File: config.mk
export PLATFORM = sky130hd
export DESIGN_NAME = rom_arbiter
export DESIGN_NICKNAME = d
export VERILOG_FILES = /design/src/rtl/rom_arbiter.sv
export SDC_FILE = /design/constraint.sdc
export NUM_CORES = 1
export LEC_CHECK = 0
export CORE_AREA = 5 5 97 99
export DETAILED_ROUTE_END_ITERATION = 12
export DIE_AREA = 0 0 102 104
export PLACE_DENSITY_LB_ADDON = 0.3
export SETUP_SLACK_MARGIN = 0.2
export SLEW_MARGIN = 25
export SYNTH_ARGS = -nofsm -noshare
export SYNTH_HDL_FRONTEND = slang
export SYNTH_SLANG_ARGS = --single-unit
File: constraint.sdc
create_clock -name clk -period 1.6 [get_ports clk]
set_input_delay 0.24 -clock clk [delete_from_list [all_inputs] [get_ports clk]]
set_output_delay 0.24 -clock clk [all_outputs]
set_load 0.03 [all_outputs]
File: src/rtl/rom_arbiter.sv
// Two-port round-robin arbiter in front of a single-port rom256 memory.
// Each access takes IDLE -> ISSUE -> DONE, one cycle per state.
module rom_arbiter #(
  parameter int AW = 8,
  parameter int DW = 32
) (
  input  logic          clk,
  input  logic          reset,
  input  logic          p0_valid,
  input  logic          p0_we,
  input  logic [AW-1:0] p0_addr,
  input  logic [DW-1:0] p0_wdata,
  output logic          p0_ready,
  output logic [DW-1:0] p0_rdata,
  input  logic          p1_valid,
  input  logic          p1_we,
  input  logic [AW-1:0] p1_addr,
  input  logic [DW-1:0] p1_wdata,
  output logic          p1_ready,
  output logic [DW-1:0] p1_rdata,
  output logic          mem_wen,
  output logic [AW-1:0] mem_addr,
  output logic [DW-1:0] mem_wdata,
  input  logic [DW-1:0] mem_rdata,
  output logic          busy
);

  // state | meaning
  // IDLE  | sample requests, latch the winner
  // ISSUE | latched command on the memory port
  // DONE  | granted port's ready strobe, read data returned
  typedef enum logic [1:0] {
    IDLE  = 2'd0,
    ISSUE = 2'd1,
    DONE  = 2'd2
  } state_t;

  state_t        state;
  logic          grant;
  logic          last_grant;
  logic          lat_we;
  logic [AW-1:0] lat_addr;
  logic [DW-1:0] lat_wdata;
  logic          rdy0;
  logic          rdy1;
  logic          pick;

  // On a tie the port that did not win last time gets the grant.
  always_comb begin
    pick = 1'b0;
    if (p0_valid && p1_valid) begin
      pick = ~last_grant;
    end else if (p1_valid) begin
      pick = 1'b1;
    end
  end

  always_ff @(posedge clk) begin
    if (reset) begin
      state      <= IDLE;
      grant      <= 1'b0;
      last_grant <= 1'b1;
      lat_we     <= 1'b0;
      lat_addr   <= '0;
      lat_wdata  <= '0;
      rdy0       <= 1'b0;
      rdy1       <= 1'b0;
    end else begin
      rdy0 <= 1'b0;
      rdy1 <= 1'b0;
      case (state)
        IDLE: begin
          if (p0_valid || p1_valid) begin
            grant      <= pick;
            last_grant <= pick;
            lat_we     <= pick ? p1_we    : p0_we;
            lat_addr   <= pick ? p1_addr  : p0_addr;
            lat_wdata  <= pick ? p1_wdata : p0_wdata;
            state      <= ISSUE;
          end
        end
        ISSUE: begin
          rdy0  <= ~grant;
          rdy1  <= grant;
          state <= DONE;
        end
        DONE: begin
          state <= IDLE;
        end
        default: begin
          state <= IDLE;
        end
      endcase
    end
  end

  // Reset is gated in so a write caught by reset in ISSUE never lands.
  assign mem_wen   = (state == ISSUE) && lat_we && !reset;
  assign mem_addr  = lat_addr;
  assign mem_wdata = lat_wdata;
  assign p0_ready  = rdy0;
  assign p1_ready  = rdy1;
  assign p0_rdata  = rdy0 ? mem_rdata : '0;
  assign p1_rdata  = rdy1 ? mem_rdata : '0;
  assign busy      = (state != IDLE);

endmodule
==> results.sh <==
export IMPL_crit_type="flop to output port"
export IMPL_fin_crit_sh_pct=88.2
export IMPL_status="complete, no violations"
export IMPL_power_density_nw_per_um2=721
export IMPL_whs_endpoint="state[1]$_SDFFE_PP0P_"
export IMPL_leakage_nw=2.43
export IMPL_track_usage_pct=19.0
export IMPL_post_route_min_period_ps=1410
export IMPL_fmax_mhz=709
export IMPL_rr_worst_depth=6
export IMPL_postRouteAntennaNets=0
export IMPL_slowest_delay_ps=420
export IMPL_finClkSkew_ps=12.4
export IMPL_crit_slowest_cell="dfxtp_4"
export IMPL_die_x_um=102
export IMPL_start_kind="flop"
export IMPL_chipHeight_um=104
export IMPL_core_um2=8470
export IMPL_nets=668
export IMPL_pwr_share_comb_pct=40.2
export IMPL_hp_start="reset"
export IMPL_ir_drop_uv=397
export IMPL_synthFlopType="dfxtp_1"
export IMPL_synth_nets=442
export IMPL_internal_power_mw=2.70
export IMPL_synth_async_reset_ratio_pct=0
export IMPL_grt_max_degree=45
export IMPL_vias_per_cell=4.94
export IMPL_clockBufferDepth=2
export IMPL_critPathRequiredTime_ps=1360
export IMPL_root_buffer="clkbuf_8"
export IMPL_overflow=0
export IMPL_drt_iter0_markers=87
export IMPL_instances_no_fill=659
export IMPL_pre_cts_ws_ps=-122
export IMPL_gpl_final_weighted_congestion=0.769
export IMPL_multi_input_area_um2=1670
export IMPL_synth_cells=324
export IMPL_max_slew_margin_rel_pct=56.5
export IMPL_synth_warnings=0
export IMPL_hold_viol=0
export IMPL_dr_pass1_iters=4
export IMPL_ff2ff_setup_slack_ps=270
export IMPL_p_sw_share_pct=33.1
export IMPL_final_cell_area_um2=5590
export IMPL_dieArea_um2=10600
export IMPL_antenna_cells=0
export IMPL_cpLargestDelayFamily="flip-flops"
export IMPL_seq_power_share_pct=34.2
export IMPL_rsz0062_at_grt="yes"
export IMPL_port_buffers=225
export IMPL_place_hpwl_mm=8.30
export IMPL_worstMarginPinSlew_ps=653
export IMPL_crit_path_end_kind="output port"
export IMPL_pwr_share_clk_pct=25.6
export IMPL_cp_data_arrival_time_ps=1170
export IMPL_antenna_found_initial=0
export IMPL_path_clk_slew_ps=90
export IMPL_min_path_cells=2
export IMPL_reg2reg_from="state[0]$_SDFFE_PP0P_"
export IMPL_fillCellCount=651
export IMPL_grt_pass1_vias=3254
export IMPL_p_sw_mw=1.33
export IMPL_setup_ws_ps=189
export IMPL_critPathMaxFanout=16
export IMPL_synth_seq_cells=47
export IMPL_syn_area_per_cell_um2=8.34
export IMPL_dp_cells=642
export IMPL_path_cells="buf_16 -> and2_1 -> buf_6"
export IMPL_ios=226
export IMPL_vias=3257
export IMPL_worst_skew_pair_late_latency_ps=300
export IMPL_initial_utilization_pct=31.9
export IMPL_hold_class="input port to flop"
export IMPL_dpl_cell_area_um2=5030
export IMPL_grt_pass1_wl_mm=16.4
export IMPL_rows=34
export IMPL_ys_seq_area_share_pct=34.8
export IMPL_wire_per_inst_um=17.7
export IMPL_syn_to_final_growth_pct=107
export IMPL_drcViolationCount=0
export IMPL_r2r_end="mem_wdata[17]$_SDFFE_PP0P_"
export IMPL_numCtsBuffers=5
export IMPL_synth_enable_flop_cells=0
export IMPL_cts_tree="built"
export IMPL_path_buf_inv=2
export IMPL_netlist_area_um2=2700
export IMPL_ff_latch_area_um2=951
export IMPL_drv_slew=0
export IMPL_final_layout_size_suffix_gt1_share_pct=30.9
export IMPL_cts_max_level=2
export IMPL_cts_sink_count=47
export IMPL_yosysUniqueCellTypes=23
export IMPL_cts_hold_buf=0
export IMPL_max_cap_violations=0
export IMPL_wl_mm=11.7
export IMPL_finalSetupViolCount=0
routing by layer:
| metal | vias to the layer above | share of wire (%) | GRT usage (%) |
|---|---|---|---|
| li1 | 1577 | - | - |
| met5 | - | 0 | 0 |
| met4 | 0 | 1.8 | 6.00 |
| met2 | 164 | 51 | 34.1 |
| met3 | 14 | 10 | 7.11 |
| met1 | 1502 | 37 | 20.0 |
per-stage QoR:
step / util (%) / total power [mW] / hold slack (ps) / setup TNS [ps]
floorplan: - / 2.23 / 393 / 0
global placement: 59.4 / 2.96 / 418 / -1410
detailed placement: 59.4 / 2.98 / 423 / -3410
CTS: 61.2 / 3.94 / 140 / 0
global route: 66.1 / 4.22 / 149 / 0
finish: 66.1 / 4.03 / 157 / 0
sequential cells by signal (all words and copies together) (netlist names):
signal      cells
p1_ready        1
grant           1
mem_wdata      32
lat_we          1
last_grant      1
p0_ready        1
mem_addr        8
state           2
cell families after synthesis:
kind of cell    share of synthesized area [%]
buf+inv                                  6.90
flops                                    34.8
simple gates                             28.8
compound gates                           29.4
layout make-up:
cell class	count	area share (%)
tap	108	2.42
sequential	47	17.0
timing repair buffer	251	48.3
clock buffer	6	1.30
inverter	1	0.112
multi-input combinational	244	29.8
clock inverter	2	1.07
power by group through the flow:
stage / Clock, mW / Combinational [mW] / Sequential (mW)
CTS: 1.04 / 1.52 / 1.38
detailed placement: 0 / 1.58 / 1.40
global route: 1.11 / 1.72 / 1.39
global placement: 0 / 1.56 / 1.40
floorplan: 0 / 0.595 / 1.64
finish: 1.03 / 1.62 / 1.38
what timing repair did:
action	in CTS	in global routing
cloned	1	5
hold endpoints to repair	0	0
setup endpoints to repair	106	83
pin swaps	0	12
buffers inserted	0	3
gates resized for setup	54	81
cell usage in the layout, fill, tap and decap left out, types with 2 or more instances in the layout:
| cell | synthesis | routed |
|---|---|---|
| buf_6 | 4 | 47 |
| a311oi_1 | 11 | 10 |
| buf_12 | 0 | 14 |
| bufinv_16 | 0 | 2 |
| dfxtp_4 | 0 | 2 |
| and2_1 | 66 | 40 |
| and2_4 | 0 | 26 |
| buf_8 | 0 | 2 |
| nand2_1 | 82 | 82 |
| dlymetal6s2s_1 | 0 | 2 |
| nor2_4 | 1 | 2 |
| a311oi_2 | 30 | 31 |
| dfxtp_1 | 47 | 43 |
| o21ai_0 | 2 | 2 |
| clkbuf_16 | 0 | 5 |
| a21oi_1 | 42 | 42 |
| dfxtp_2 | 0 | 2 |
| clkdlybuf4s50_1 | 0 | 114 |
| buf_4 | 4 | 25 |
| clkbuf_8 | 0 | 5 |
| dlygate4sd2_1 | 0 | 40 |
Yosys cell counts (2+ instances only):
cell type	n	area [um^2]
and2_1	66	413
a311oi_1	11	96.3
buf_4	4	30.0
dfxtp_1	47	941
nand2_1	82	308
o21ai_0	2	10.0
buf_2	14	70.1
a21oi_1	42	210
buf_6	4	45.0
clkbuf_1	10	37.5
a311oi_2	30	450
worst max-delay path by stage:
stage | start | endpoint | slack, ps | depth (start not counted)
5_1_grt | state[0]$_SDFFE_PP0P_ | mem_wen | 130 | 3
2_1_floorplan | p0_ready$_SDFF_PP0_ | p0_rdata[10] | 270 | 2
3_3_place_gp | p0_valid | mem_wdata[26]$_SDFFE_PP0P_ | -50 | 5
4_1_cts | state[0]$_SDFFE_PP0P_ | mem_wen | 20 | 3
3_5_place_dp | p0_valid | mem_addr[1]$_SDFFE_PP0P_ | -120 | 5
6_report | p0_ready$_SDFF_PP0_ | p0_rdata[21] | 190 | 3
Power figures use the tool's default switching activity.
